[src/rtl/i2c_seq_pkg.sv]
// Shared definitions for the I2C command sequencer: table entry layout,
// sequencer state encoding and the status code reported on timeout.
package i2c_seq_pkg;

    localparam int unsigned ENTRY_W  = 33;
    localparam int unsigned LAST_BIT = 32;
    localparam int unsigned RD_BIT   = 31;
    localparam int unsigned CHIP_HI  = 30;
    localparam int unsigned CHIP_LO  = 24;
    localparam int unsigned REG_HI   = 23;
    localparam int unsigned REG_LO   = 16;
    localparam int unsigned DATA_HI  = 15;
    localparam int unsigned DATA_LO  = 0;

    localparam logic [4:0] STATUS_TIMEOUT = 5'h1F;

    typedef enum logic [2:0] {
        S_IDLE,
        S_FETCH,
        S_LATCH,
        S_ISSUE,
        S_WAIT,
        S_CHECK,
        S_FINISH
    } seq_state_e;

endpackage

[src/rtl/i2c_seq_loader.sv]
// Replays a table of I2C register writes/reads into i2c_master, retrying
// failed entries, timing out stuck transfers and streaming readback data.
module i2c_seq_loader
    import i2c_seq_pkg::*;
#(
    parameter int unsigned TBL_AW    = 4,
    parameter int unsigned MAX_RETRY = 3,
    parameter int unsigned TIMEOUT   = 65535,
    parameter int unsigned TO_W      = 16
) (
    input  logic              clk,
    input  logic              reset,
    input  logic              start,
    input  logic              abort,
    output logic              busy,
    output logic              done,
    output logic              error,
    output logic              aborted,
    output logic [TBL_AW-1:0] err_index,
    output logic [4:0]        err_status,
    output logic [TBL_AW-1:0] tbl_addr,
    input  logic [ENTRY_W-1:0] tbl_data,
    output logic [6:0]        m_chip_addr,
    output logic [7:0]        m_reg_addr,
    output logic [15:0]       m_datai,
    output logic              m_we,
    output logic              m_re,
    input  logic              m_busy,
    input  logic              m_done,
    input  logic [4:0]        m_status,
    input  logic [15:0]       m_datao,
    output logic              rd_valid,
    output logic [TBL_AW-1:0] rd_index,
    output logic [15:0]       rd_data
);

    localparam int unsigned RTY_W = (MAX_RETRY > 0) ? $clog2(MAX_RETRY + 1) : 1;
    localparam logic [TBL_AW-1:0] LAST_IDX = '1;

    seq_state_e        r_state, w_state_n;
    logic [TBL_AW-1:0] r_index, w_index_n;
    logic [RTY_W-1:0]  r_retry, w_retry_n;
    logic [TO_W-1:0]   r_to_cnt, w_to_cnt_n;
    logic              r_rd, w_rd_n;
    logic              r_last, w_last_n;
    logic              r_abort_req, w_abort_req_n;
    logic [4:0]        r_status, w_status_n;
    logic [15:0]       r_datao, w_datao_n;
    logic              r_busy, w_busy_n;
    logic              r_done, w_done_n;
    logic              r_error, w_error_n;
    logic              r_aborted, w_aborted_n;
    logic [TBL_AW-1:0] r_err_index, w_err_index_n;
    logic [4:0]        r_err_status, w_err_status_n;
    logic [6:0]        r_chip, w_chip_n;
    logic [7:0]        r_reg, w_reg_n;
    logic [15:0]       r_data, w_data_n;
    logic              r_we, w_we_n;
    logic              r_re, w_re_n;
    logic              r_rd_valid, w_rd_valid_n;
    logic [TBL_AW-1:0] r_rd_index, w_rd_index_n;
    logic [15:0]       r_rd_data, w_rd_data_n;

    always_ff @(posedge clk or posedge reset) begin
        if (reset) begin
            r_state      <= S_IDLE;
            r_index      <= '0;
            r_retry      <= '0;
            r_to_cnt     <= '0;
            r_rd         <= 1'b0;
            r_last       <= 1'b0;
            r_abort_req  <= 1'b0;
            r_status     <= '0;
            r_datao      <= '0;
            r_busy       <= 1'b0;
            r_done       <= 1'b0;
            r_error      <= 1'b0;
            r_aborted    <= 1'b0;
            r_err_index  <= '0;
            r_err_status <= '0;
            r_chip       <= '0;
            r_reg        <= '0;
            r_data       <= '0;
            r_we         <= 1'b0;
            r_re         <= 1'b0;
            r_rd_valid   <= 1'b0;
            r_rd_index   <= '0;
            r_rd_data    <= '0;
        end else begin
            r_state      <= w_state_n;
            r_index      <= w_index_n;
            r_retry      <= w_retry_n;
            r_to_cnt     <= w_to_cnt_n;
            r_rd         <= w_rd_n;
            r_last       <= w_last_n;
            r_abort_req  <= w_abort_req_n;
            r_status     <= w_status_n;
            r_datao      <= w_datao_n;
            r_busy       <= w_busy_n;
            r_done       <= w_done_n;
            r_error      <= w_error_n;
            r_aborted    <= w_aborted_n;
            r_err_index  <= w_err_index_n;
            r_err_status <= w_err_status_n;
            r_chip       <= w_chip_n;
            r_reg        <= w_reg_n;
            r_data       <= w_data_n;
            r_we         <= w_we_n;
            r_re         <= w_re_n;
            r_rd_valid   <= w_rd_valid_n;
            r_rd_index   <= w_rd_index_n;
            r_rd_data    <= w_rd_data_n;
        end
    end

    always_comb begin
        w_state_n      = r_state;
        w_index_n      = r_index;
        w_retry_n      = r_retry;
        w_to_cnt_n     = r_to_cnt;
        w_rd_n         = r_rd;
        w_last_n       = r_last;
        w_status_n     = r_status;
        w_datao_n      = r_datao;
        w_busy_n       = r_busy;
        w_error_n      = r_error;
        w_aborted_n    = r_aborted;
        w_err_index_n  = r_err_index;
        w_err_status_n = r_err_status;
        w_chip_n       = r_chip;
        w_reg_n        = r_reg;
        w_data_n       = r_data;
        w_rd_index_n   = r_rd_index;
        w_rd_data_n    = r_rd_data;
        w_we_n         = 1'b0;
        w_re_n         = 1'b0;
        w_rd_valid_n   = 1'b0;
        // Abort is only remembered while a sequence is running
        w_abort_req_n  = r_abort_req | (r_busy & abort);

        unique case (r_state)
            S_IDLE: begin
                if (start && !m_busy) begin
                    w_busy_n       = 1'b1;
                    w_error_n      = 1'b0;
                    w_aborted_n    = 1'b0;
                    w_err_index_n  = '0;
                    w_err_status_n = '0;
                    w_index_n      = '0;
                    w_abort_req_n  = 1'b0;
                    w_state_n      = S_FETCH;
                end
            end
            S_FETCH: w_state_n = S_LATCH;
            S_LATCH: begin
                w_chip_n  = tbl_data[CHIP_HI:CHIP_LO];
                w_reg_n   = tbl_data[REG_HI:REG_LO];
                w_data_n  = tbl_data[DATA_HI:DATA_LO];
                w_rd_n    = tbl_data[RD_BIT];
                w_last_n  = tbl_data[LAST_BIT];
                w_retry_n = '0;
                w_state_n = S_ISSUE;
            end
            S_ISSUE: begin
                if (!m_busy) begin
                    w_we_n     = ~r_rd;
                    w_re_n     = r_rd;
                    w_to_cnt_n = '0;
                    w_state_n  = S_WAIT;
                end
            end
            S_WAIT: begin
                if (m_done) begin
                    w_status_n = m_status;
                    w_datao_n  = m_datao;
                    w_state_n  = S_CHECK;
                end else if (r_to_cnt == TO_W'(TIMEOUT)) begin
                    w_error_n      = 1'b1;
                    w_err_status_n = STATUS_TIMEOUT;
                    w_err_index_n  = r_index;
                    w_state_n      = S_FINISH;
                end else begin
                    w_to_cnt_n = r_to_cnt + TO_W'(1);
                end
            end
            S_CHECK: begin
                if (r_status == 5'd0) begin
                    if (r_rd) begin
                        w_rd_valid_n = 1'b1;
                        w_rd_index_n = r_index;
                        w_rd_data_n  = r_datao;
                    end
                    if (r_last || (r_index == LAST_IDX)) begin
                        w_state_n = S_FINISH;
                    end else if (r_abort_req) begin
                        w_aborted_n = 1'b1;
                        w_state_n   = S_FINISH;
                    end else begin
                        w_index_n = r_index + TBL_AW'(1);
                        w_state_n = S_FETCH;
                    end
                end else if (r_retry < RTY_W'(MAX_RETRY)) begin
                    w_retry_n = r_retry + RTY_W'(1);
                    w_state_n = S_ISSUE;
                end else begin
                    w_error_n      = 1'b1;
                    w_err_status_n = r_status;
                    w_err_index_n  = r_index;
                    w_state_n      = S_FINISH;
                end
            end
            S_FINISH: begin
                w_busy_n  = 1'b0;
                w_state_n = S_IDLE;
            end
            default: w_state_n = S_IDLE;
        endcase

        // FINISH lasts exactly one cycle, so this yields a single done pulse
        w_done_n = (w_state_n == S_FINISH);
    end

    assign busy        = r_busy;
    assign done        = r_done;
    assign error       = r_error;
    assign aborted     = r_aborted;
    assign err_index   = r_err_index;
    assign err_status  = r_err_status;
    assign tbl_addr    = r_index;
    assign m_chip_addr = r_chip;
    assign m_reg_addr  = r_reg;
    assign m_datai     = r_data;
    assign m_we        = r_we;
    assign m_re        = r_re;
    assign rd_valid    = r_rd_valid;
    assign rd_index    = r_rd_index;
    assign rd_data     = r_rd_data;

endmodule

[config.mk]
export PLATFORM = sky130hd
export DESIGN_NAME = i2c_seq_loader
export DESIGN_NICKNAME = d
export VERILOG_FILES = /design/src/rtl/i2c_seq_pkg.sv /design/src/rtl/i2c_seq_loader.sv
export SDC_FILE = /design/constraint.sdc
export NUM_CORES = 1
export LEC_CHECK = 0
export ABC_AREA = 1
export BUFFER_PORTS_ARGS = -buffer_cell sky130_fd_sc_hd__buf_4
export CELL_PAD_IN_SITES_DETAIL_PLACEMENT = 2
export CELL_PAD_IN_SITES_GLOBAL_PLACEMENT = 2
export CORE_MARGIN = 2
export CORE_UTILIZATION = 30
export CTS_CLUSTER_SIZE = 20
export DETAILED_ROUTE_END_ITERATION = 12
export PLACE_DENSITY = 0.87
export SYNTH_ARGS = -nofsm -noshare
export SYNTH_HDL_FRONTEND = slang
export SYNTH_SLANG_ARGS = --single-unit
[constraint.sdc]
create_clock -name clk -period 4.1 [get_ports clk]
set_input_delay 0 -clock clk [delete_from_list [all_inputs] [get_ports clk]]
set_output_delay 0 -clock clk [all_outputs]
set_load 0.05 [all_outputs]
[Word level (Yosys, flattened, before mapping)]
Index checks and enable logic that the tools add are counted.
W data, S select, Z words.
Storage, ports and cells
  bits in registers: 116
  output and inout bits: 71
  logic and storage cells: 122
Operators by class
  $add $sub $neg: 3
  order comparisons: 1
  eq/ne operators: 21
  mux-type cells: 53
  bitwise gates (word level): 3
  reduce and logical (&&, ||, !) cells: 18
Operators by type and width (number)
  $mux W16: 3
  $mux W4: 8
  $pmux W16 S2: 1
  $mux W5: 5
  $mux W3: 8
  $ne A2 B2 Y1 const B: 12
  $mux W1: 18
  $pmux W3 S6: 1
  $add A16 B1 Y16 const B: 1
  $eq A16 B16 Y1 const B: 1
  $pmux W5 S3: 1
  $eq A3 B3 Y1 const B: 4
  $pmux W4 S3: 1
  $reduce_and A5 Y1: 2
  $pmux W4 S2: 1
  $reduce_bool A2 Y1: 4
  $eq A3 B2 Y1 const B: 2
  $reduce_and A3 Y1: 2
  $reduce_and A6 Y1: 1
  $logic_not A5 Y1: 1
  $add A4 B1 Y4 const B: 1
  $eq A4 B4 Y1 const B: 1
  $mux W2: 2
  $pmux W1 S2: 2
  15 further kinds: 16

[Depth between registers and ports, before layout]
Gate-level depths: netlist of the first run.
  depth after elaboration: 6
  gate-level depth with buffers: 10
  depth with buffers taken out: 9

[Least setup slack after synthesis of the first run]
No wires, ideal clock.
  path type: register to register
  start point: register r_index[0] (netlist: tbl_addr[0])
  end point: register r_index[0] (netlist: tbl_addr[0])
  setup time: 0.083 ns
  arrival: 1.546 ns
  data required time: 4.017 ns
  path slack: 2.472 ns
  stages on the path, launching flop included: 9
  path buffers: 0
  path through: dfrtp_1 ha_1 nand3_1 nand2_1 nor2_1 nand3_1 nand2_1 nand3_1 o21ai_0
Between the ends
  word-level cells in the longest chain between the ends: 5
  elaborated cells between the ends (all ways): 9
  classes of those cells: add/sub: 1; eq/ne: 2; mux: 4; reduce/logical: 2
RTL lines
  start: declaration: line i2c_seq_loader.sv:41  | logic [TBL_AW-1:0] r_index, w_index_n;
  start signal: assignment: line i2c_seq_loader.sv:91  | r_index <= w_index_n;
  $add A4 B1 Y4: line i2c_seq_loader.sv:199  | w_index_n = r_index + TBL_AW'(1);
  $mux W4: line i2c_seq_loader.sv:195  | end else if (r_abort_req) begin
  $mux W4: line i2c_seq_loader.sv:193  | if (r_last || (r_index == LAST_IDX)) begin
  $mux W4: line i2c_seq_loader.sv:187  | if (r_status == 5'd0) begin
  $pmux W4 S2: line i2c_seq_loader.sv:141  | unique case (r_state)
Parallel ways exist; a longest one is shown, timed or not. The select of a mux whose other input is x is not followed.
A chain may end at the register's enable or synchronous reset.

[Worst setup path in the final report of the first run]
  start point: register r_state[1]
  end point: register r_rd_index[3] (netlist: rd_index[3])
Between the ends
  word-level cells in the longest chain between the ends: 2
RTL lines
  start: declaration: line i2c_seq_loader.sv:40  | seq_state_e r_state, w_state_n;
  start signal: assignment: line i2c_seq_loader.sv:90  | r_state <= w_state_n;
  $eq A3 B3 Y1: line i2c_seq_loader.sv:141
  $reduce_and A3 Y1 (no line)
  end signal: assignment: line i2c_seq_loader.sv:111  | r_rd_index <= w_rd_index_n;
  end: declaration: line i2c_seq_loader.sv:61  | logic [TBL_AW-1:0] r_rd_index, w_rd_index_n;
No other way between the ends.

==> results_dict.tcl, run 1 <==
set metrics [dict create \
    cts_setup_buffers 0 \
    slew_headroom_pct 14.0 \
    cts_tree "yes" \
    crit_path_end_kind "register" \
    num_rows 47 \
    grt_setup_unrepaired "false" \
    clock_latency_ns 0.42 \
    drtAntennaViolNets 0 \
    powerDensity_mw_per_mm2 730 \
    grt_pass1_wl_um 32500 \
    total_power_mw 5.47 \
    avgSynthCellArea_um2 8.15 \
    grt.total_usage_pct 23.5 \
    seq_area_frac_synth_pct 56.6 \
    switching_share_pct 45.1 \
    cp_data_arrival_time_ns 3.18 \
    worstMarginPinSlew_ns 1.29 \
    setup_viol 0 \
    drive_above_1_share_pct 21.0 \
    post-route-min-period_ns 2.91 \
    p_sw_mw 2.47 \
    clkPwrFrac_pct 28.6 \
    clock_sinks 116 \
    pin_count 131 \
    syn_nets 692 \
    ys_ff_latch 116 \
    cts_buffer_depth 2 \
    p_leak_nw 3.77 \
    rrSetupSlack_ns 1.19 \
    dpl.hpwl_um 11700 \
    power_frac_comb_pct 39.6 \
    setup_tns_ns 0 \
    yosys_warnings 0 \
    worstSetupPathType "reg -> reg" \
    final_util_pct 45.1 \
    fin_cells 1051 \
    rr_startpoint "r_state[1]" \
    die_y_um 135 \
    pwr-share-seq_pct 31.9 \
    dp_cells 960 \
    status "completed" \
    ir_drop_mv 0.351 \
    die_area_mm2 0.0182 \
    numCtsBuffers 17 \
    fp.dieW_um 135 \
    required_ns 4.37 \
    vias 5024 \
    post-route-period-util_pct 71.0 \
    drt_iter0_drc 193 \
    place_worst_setup_slack_ns 1.33 \
    ys_types 29 \
    hold_class "in -> reg" \
    port_buffers 130 \
    post_drt_wl_per_cell_um 19.4 \
    endpoint "rd_index[3]" \
    cts.clk_slew.worst_paths_ns 0.07 \
    cts-root-buf "clkbuf_16" \
    grt_overflow 0 \
    grt_max_degree 81 \
    finalNetCount 880 \
    core_area_mm2 0.0166 \
    synth_area_mm2 0.00513 \
    worst-r2r-cell-count 5 \
    fin_skew_ns 0.0157 \
    layout_setup_ws_ns 1.19 \
    layout_common_cells "nand2_1, buf_4, dfrtp_1" \
    drc_errors 0 \
    final_common_cell "nand2_1" \
    max_freq_ghz 0.343 \
    gp_congestion 0.778 \
    syn_inst 629 \
    drt_wl_total_um 20400 \
    dr.pass1.iters 4 \
    internal_power_mw 3.01 \
    grt_pass1_vias 5948 \
    path_max_fanout 41 \
    maxSlewViolCount 0 \
    timing.rr.end "rd_index[3]" \
    start_kind "register" \
    antenna_found_initial 1 \
    via_per_inst 4.78 \
    cts_max_level 4 \
    hold_violations 0 \
    maxCapViolCount 0 \
    area_growth_pct 46.2 \
    start_util_pct 30.8 \
    crit_start "r_state[1]" \
]
cells in the mapped netlist:
library cell	number	area [um2]
nor2_2	1	6.26
a21oi_1	3	15.0
xor2_1	5	43.8
inv_1	51	191
nand2_4	2	22.5
nor2_4	1	11.3
buf_6	1	11.3
nor2_1	52	195
clkbuf_1	16	60.1
xnor2_1	3	26.3
nand4_1	9	56.3
nand2_2	1	6.26
nor3_1	3	15.0
o21a_1	1	7.51
dfrtp_1	116	2900
nor3b_1	1	7.51
buf_1	1	3.75
o21ai_1	1	5.00
nand3b_1	1	7.51
nand3_1	36	180
o21ai_4	1	16.3
nor3_2	1	10.0
a21oi_2	1	8.76
inv_2	1	3.75
buf_2	3	15.0
nand2_1	255	957
o21bai_1	4	30.0
ha_1	3	37.5
o21ai_0	55	275
per-stage QoR:
stage          instance area (um2)  hold WS (ns)
6_report                      7500        0.0313
5_1_grt                       7500        0.0600
4_1_cts                       7500        0.0184
3_5_place_dp                  6310         0.210
3_3_place_gp                  6310         0.201
2_1_floorplan                 5130         0.117
routing by layer:
| metal | vias to the layer above | global-route usage, % | part of all wire [%] |
|---|---|---|---|
| met2 | 136 | 43.3 | 53 |
| met1 | 2503 | 25.3 | 39 |
| li1 | 2348 | - | - |
| met4 | 0 | 11.5 | 3.7 |
| met5 | - | 0 | 0 |
| met3 | 37 | 5.26 | 4.2 |
sequential cells by signal, indices dropped and copies added (netlist names), 5 cells and up:
name and count:
m_chip_addr 7, rd_data 16, err_status 5, m_reg_addr 8
m_datai 16, r_to_cnt 16, r_datao 16, r_status 5
power groups by stage:
stage	logic (mW)	registers [mW]	clock network, mW
floorplan	0.743	2.35	0
global placement	1.96	1.70	0
detailed placement	2.07	1.73	0
CTS	2.14	1.72	1.56
global route	2.35	1.78	1.64
finish	2.17	1.74	1.56
kinds of logic after synthesis:
kind of cell,after synthesis,share of synthesized area (%)
buffers and inverters,73,5.56
adder cells (fa/ha/maj),3,0.732
XOR/XNOR,8,1.37
AO/OA/AOI/OAI,66,6.98
flip-flops,116,56.6
AND/OR/NAND/NOR,363,28.8
area by class of cell:
type                       instances  area [um2]
antenna                            1        2.50
clock buffer                      18         439
clock inverter                    14         164
fill                            1807        9140
inverter                          52         198
multi-input combinational        440        1950
sequential                       116        2900
tap                              220         275
timing repair buffer             190        1570
worst min-delay path by stage:
stage	endpoint	startpoint	cells after the start	slack [ns]
global route	r_abort_req	start	4	0.06
global placement	m_reg_addr[6]	tbl_data[22]	3	0.20
floorplan	r_rd	tbl_data[31]	2	0.12
finish	r_abort_req	start	4	0.03
detailed placement	m_chip_addr[5]	tbl_data[29]	3	0.21
CTS	r_abort_req	start	4	0.02
repair_timing:
action                                  4_1_cts  5_1_grt
endpoints found under the setup margin        0        0
resized for setup                             0        0
endpoints found under the hold margin       137        0
hold buffers                                 58        0
worst max-delay path, stage by stage, from the launching register on:
cell,delay [ns]
dfrtp_1,0.44
inv_1,0.18
nand3_1,0.41
nor2_1,0.28
nand2_1,0.76
o21ai_0,0.68
Note: power is estimated with default switching activity, not from simulation.
==> run 2, diff against run 1 <==
==> constraint.sdc (replaced) <==
create_clock -name clk -period 2.7 [get_ports clk]
set_input_delay 0 -clock clk [delete_from_list [all_inputs] [get_ports clk]]
set_output_delay 0 -clock clk [all_outputs]
set_load 0.05 [all_outputs]
==> run 2 against run 1 <==
- sequential share of layout area did not move
- largest cell class unchanged
- combinational power rose by 53%
- highest routed layer unchanged
- clock power rose by 35%
- sequential power rose by 52%
- critical path depth rose by 3
- critical path type unchanged
- largest power group unchanged
- cell count rose by 0.48%
- wire length fell by 2.2%
- setup slack got worse by 0.80 ns
- via count rose by 0.62%
==> results_dict.tcl, run 2 (synthesis results as in run 1) <==
set metrics [dict create \
    final_common_cell "nand2_1" \
    min_from "start" \
    maxSlewViolCount 0 \
    grt_overflow 0 \
    grt_pass1_wl_um 33400 \
    dpl.hpwl_um 12100 \
    clock_latency_ns 0.43 \
    setup_viol 0 \
    min_to "r_abort_req" \
    nFillCells 1813 \
    setup_tns_ns 0 \
    cts_max_level 4 \
    path_max_fanout 13 \
    numCtsBuffers 17 \
    drtAntennaViolNets 0 \
    hold_class "in -> reg" \
    layout_setup_ws_ns 0.384 \
    finalNetCount 886 \
    powerDensity_mw_per_mm2 1080 \
    drive_above_1_share_pct 21.7 \
    fp.dieW_um 135 \
    cts.clk_slew.worst_paths_ns 0.06 \
    cts_setup_buffers 0 \
    vias 5055 \
    grt_pass1_vias 6022 \
    start_kind "register" \
    num_rows 47 \
    rrSetupSlack_ns 0.38 \
    required_ns 3.00 \
    dr.pass1.iters 4 \
    drt_wl_total_um 20000 \
    place_area_mm2 0.00637 \
    antenna_cells 0 \
    via_per_inst 4.79 \
    gp_congestion 0.794 \
    ir_drop_mv 0.736 \
    dp_cells 966 \
    fin_skew_ns 0.0176 \
    max_freq_ghz 0.432 \
    cts-root-buf "clkbuf_16" \
    drc_errors 0 \
    die_y_um 135 \
    cts_buffer_depth 2 \
    clock_sinks 116 \
    post-route-min-period_ns 2.32 \
    grt_max_degree 62 \
    maxCapViolCount 0 \
    timing.rr.end "err_status[3]" \
    worstSetupPathType "reg -> reg" \
    place_worst_setup_slack_ns 0.273 \
    fin_cells 1056 \
    worstMarginPinSlew_ns 0.740 \
    slew_headroom_pct 50.5 \
    layout_common_cells "nand2_1, buf_4, dfrtp_1" \
    worst-r2r-cell-count 8 \
    p_leak_nw 3.77 \
    hold_path_depth 4 \
    antenna_found_initial 0 \
    cp_data_arrival_time_ns 2.62 \
    start_util_pct 30.8 \
    post-route-period-util_pct 85.8 \
    status "completed" \
    post_drt_wl_per_cell_um 18.9 \
    area_growth_pct 46.2 \
    grt_setup_unrepaired "false" \
    die_area_mm2 0.0182 \
    pin_count 131 \
    hold_violations 0 \
    rr_startpoint "r_to_cnt[0]" \
    drt_iter0_drc 208 \
    crit_path_end_kind "register" \
    whs_ns 0.0299 \
    grt.total_usage_pct 24.1 \
    cts_tree "yes" \
    core_area_mm2 0.0166 \
    port_buffers 130 \
    fin_area_mm2 0.00750 \
]
## run 2: where the power goes
group          leakage, nW  switching [mW]  internal (mW)  total, mW
logic                 2.02            2.41          0.902       3.31
registers             1.50           0.381           2.27       2.65
clock network        0.255           0.904           1.20       2.11
total                 3.77            3.69           4.37       8.07
## run 2: timing repair
action,4_1_cts,5_1_grt
hold endpoints to repair,89,0
resized for setup,0,1
endpoints found under the setup margin,0,10
hold buffers,58,0
## run 2: stage by stage
stage / power [mW] / util (%)
after global placement: 5.59 / 38.3
after global routing: 8.56 / 45.1
after detailed placement: 5.81 / 38.3
after floorplan: 4.69 / -
final: 8.07 / 45.1
after CTS: 8.03 / 45.0
## run 2: worst max path at each step
| stage | from | to | slack [ns] | cells past startpoint |
|---|---|---|---|---|
| floorplan | tbl_addr[0] | tbl_addr[0] | 1.07 | 8 |
| global placement | r_state[1] | err_status[0] | 0.59 | 9 |
| detailed placement | r_state[1] | err_status[3] | 0.27 | 9 |
| CTS | r_state[1] | err_status[3] | 0.17 | 9 |
| global route | r_state[1] | err_status[3] | 0.13 | 9 |
| finish | r_to_cnt[0] | err_status[3] | 0.38 | 8 |
## run 2: layer usage
layer	global-route usage, %	routed length (um)
met1	27.4	8000
met2	44.0	10600
met3	4.92	748
met4	9.77	622
met5	0	0
## run 2: layout make-up
cell class	count	area [um2]	share of cell area, %
clock buffers	18	439	5.86
clock inverters	14	105	1.40
inverters	52	199	2.65
multi-input cells	440	1950	26.0
flip-flops and latches	116	2900	38.7
well taps	220	275	3.67
repair buffers	196	1630	21.7
## run 2: critical path, stage by stage (launching register included)
cell,delay [ns]
dfrtp_1,0.45
ha_1,0.31
nand2_1,0.11
nor2_1,0.20
nand2_2,0.12
o21ai_4,0.38
nand2_1,0.33
nand2_1,0.21
nand2_1,0.09
==> run 3, diff against run 2 <==
--- a/config.mk
+++ b/config.mk
@@ -5,12 +5,12 @@
 export SDC_FILE = /design/constraint.sdc
 export NUM_CORES = 1
 export LEC_CHECK = 0
-export ABC_AREA = 1
+export ABC_AREA = 0
 export BUFFER_PORTS_ARGS = -buffer_cell sky130_fd_sc_hd__buf_4
 export CELL_PAD_IN_SITES_DETAIL_PLACEMENT = 2
 export CELL_PAD_IN_SITES_GLOBAL_PLACEMENT = 2
 export CORE_MARGIN = 2
-export CORE_UTILIZATION = 30
+export CORE_UTILIZATION = 34
 export CTS_CLUSTER_SIZE = 20
 export DETAILED_ROUTE_END_ITERATION = 12
 export PLACE_DENSITY = 0.87
==> run 3 against run 2 <==
- setup slack got worse by 0.24 ns
- worst hold slack improved by 0.024 ns
- sequential share of layout area increased by 0.52 points
- synthesized area decreased by 4.6%
- total power increased by 22%
- core utilization increased by 7.8 points
- clock skew decreased by 0.0054 ns
- cell count decreased by 26%
- critical path type unchanged
==> results_dict.tcl, run 3 <==
set metrics [dict create \
    syn_inst 380 \
    clock_sinks 116 \
    hold_violations 0 \
    post-route-min-period_ns 2.55 \
    cts_setup_buffers 0 \
    drive_above_1_share_pct 43.3 \
    post_drt_wl_per_cell_um 29.1 \
    dpl.hpwl_um 11100 \
    maxSlewViolCount 0 \
    slew_headroom_pct 34.3 \
    worstSetupPathType "reg -> reg" \
    p_leak_nw 3.41 \
    path_cells "or4_1 > or4_1 > or3_1 > a21oi_1" \
    whs_ns 0.0538 \
    drc_errors 0 \
    cts_buffer_depth 2 \
    avgSynthCellArea_um2 12.9 \
    ir_drop_mv 0.750 \
    port_buffers 130 \
    ys_ff_latch 116 \
    max_stage_delay_ns 0.69 \
    synth_async_sr_flop_share_pct 100 \
    pin_count 131 \
    max_freq_ghz 0.392 \
    yosysMostFrequentCell "dfrtp_1" \
    final_util_pct 52.9 \
    yosys_warnings 0 \
    required_ns 3.03 \
    ctsResizeCount 0 \
    fp.dieW_um 124 \
    num_rows 43 \
    cts_tree "yes" \
    cp_data_arrival_time_ns 2.88 \
    ys_types 50 \
    synth_area_leaders "dfrtp_1, mux2_2, mux2i_1" \
    cts-root-buf "clkbuf_16" \
    place_area_mm2 0.00618 \
    gp_congestion 0.800 \
    hold_class "in -> reg" \
    cpMaxStageDelayCell "or4_1" \
    vias 4258 \
    antenna_cells 0 \
    maxCapViolCount 0 \
    grt_pass1_wl_um 33900 \
    drt_wl_total_um 22700 \
    numCtsBuffers 17 \
    cts_max_level 4 \
    grt_max_degree 49 \
    synth-main-ff-cell "dfrtp_1" \
    setup_viol 0 \
    rrSetupSlack_ns 0.15 \
    dr.pass1.iters 4 \
    antenna_found_initial 2 \
    synth_edf_count 0 \
    synth_top_cell_area_share_pct 59.3 \
    fin_area_mm2 0.00740 \
    cts.clk_slew.worst_paths_ns 0.06 \
    status "completed" \
    fin_skew_ns 0.0121 \
    core_area_mm2 0.0140 \
    via_per_inst 5.47 \
    seq_area_frac_synth_pct 59.3 \
    total_power_mw 9.84 \
    ctsHoldBuffers 57 \
    finalNetCount 648 \
    critPathTopFamily "simple AND/OR/NAND/NOR gates" \
    clock_latency_ns 0.43 \
    ff_latch_area_mm2 0.00290 \
    syn_nets 443 \
    powerDensity_mw_per_mm2 1330 \
    worstMarginPinSlew_ns 0.984 \
    start_kind "register" \
    nFillCells 1374 \
    crit_top_cell "or4_1" \
    drt_iter0_drc 295 \
    layout_common_cells "buf_4, dfrtp_1, mux2_2" \
    yosysTopAreaCell "dfrtp_1" \
    grt.total_usage_pct 31.5 \
    die_area_mm2 0.0154 \
    path_max_fanout 6 \
    grt_pass1_vias 5065 \
    synthTopCellsByCount "dfrtp_1, mux2_2, nand2_1" \
    setup_tns_ns 0 \
    area_growth_pct 51.2 \
    grt_setup_unrepaired "false" \
    critPathBufInv 0 \
    multiInputGateArea_mm2 0.00190 \
    crit_path_end_kind "register" \
    post-route-period-util_pct 94.6 \
    die_y_um 124 \
    final_common_cell "buf_4" \
    start_util_pct 35.0 \
    drtAntennaViolNets 0 \
    synth_area_mm2 0.00489 \
    grt_overflow 0 \
]
-- run 3: cell type report --
type,instances,share of cell area [%]
clock buffers,21,6.49
clock inverters,11,2.33
inverters,9,0.507
multi-input cells,239,25.6
flip-flops and latches,116,39.2
well taps,180,3.04
repair buffers,202,22.8
-- run 3: report_power, final --
group          leakage, nW  switching [mW]  total, mW  internal [mW]
clock                0.320           0.927       2.57           1.65
sequential            1.48           0.627       3.02           2.40
combinational         1.61            2.79       4.24           1.45
total                 3.41            4.34       9.84           5.49
-- run 3: metal layers --
layer / global-route usage (%) / vias up / wire length, um
met5: 0 / - / 0
met4: 12.6 / 0 / 703
met3: 6.96 / 51 / 1050
met2: 57.8 / 163 / 12400
met1: 35.5 / 2237 / 8460
li1: - / 1807 / -
-- run 3: through the flow --
| step | cells | setup slack, ns |
|---|---|---|
| 6_report | 778 | 0.147 |
| 5_1_grt | 778 | 0.0890 |
| 4_1_cts | 778 | 0.283 |
| 3_5_place_dp | 689 | 0.345 |
| 3_3_place_gp | 689 | 0.388 |
| 2_1_floorplan | 380 | 0.384 |
-- run 3: cells by family after synthesis --
kind of cell / Yosys count / synth area share, %
simple gates: 100 / 11.3
flops: 116 / 59.3
fa+ha+maj: 3 / 0.767
mux: 85 / 19.3
buf+inv: 25 / 2.10
compound gates: 51 / 7.18
-- run 3: worst paths after layout --
check                           cells past startpoint         from     endpoint
worst min-delay path                                4       m_done  r_to_cnt[0]
worst max register to register                      4  r_status[2]  tbl_addr[3]
min in group asynchronous                           3        reset   r_datao[4]
max in group asynchronous                           4        reset  tbl_addr[0]
worst max-delay path                                4  r_status[2]  tbl_addr[3]
worst min register to register                      1  r_datao[15]  r_datao[15]
-- run 3: tightest hold or removal path, stage by stage --
cell     delay, ns
buf_4         0.11
nor2b_1       0.11
nand2_1       0.13
mux2i_1       0.08
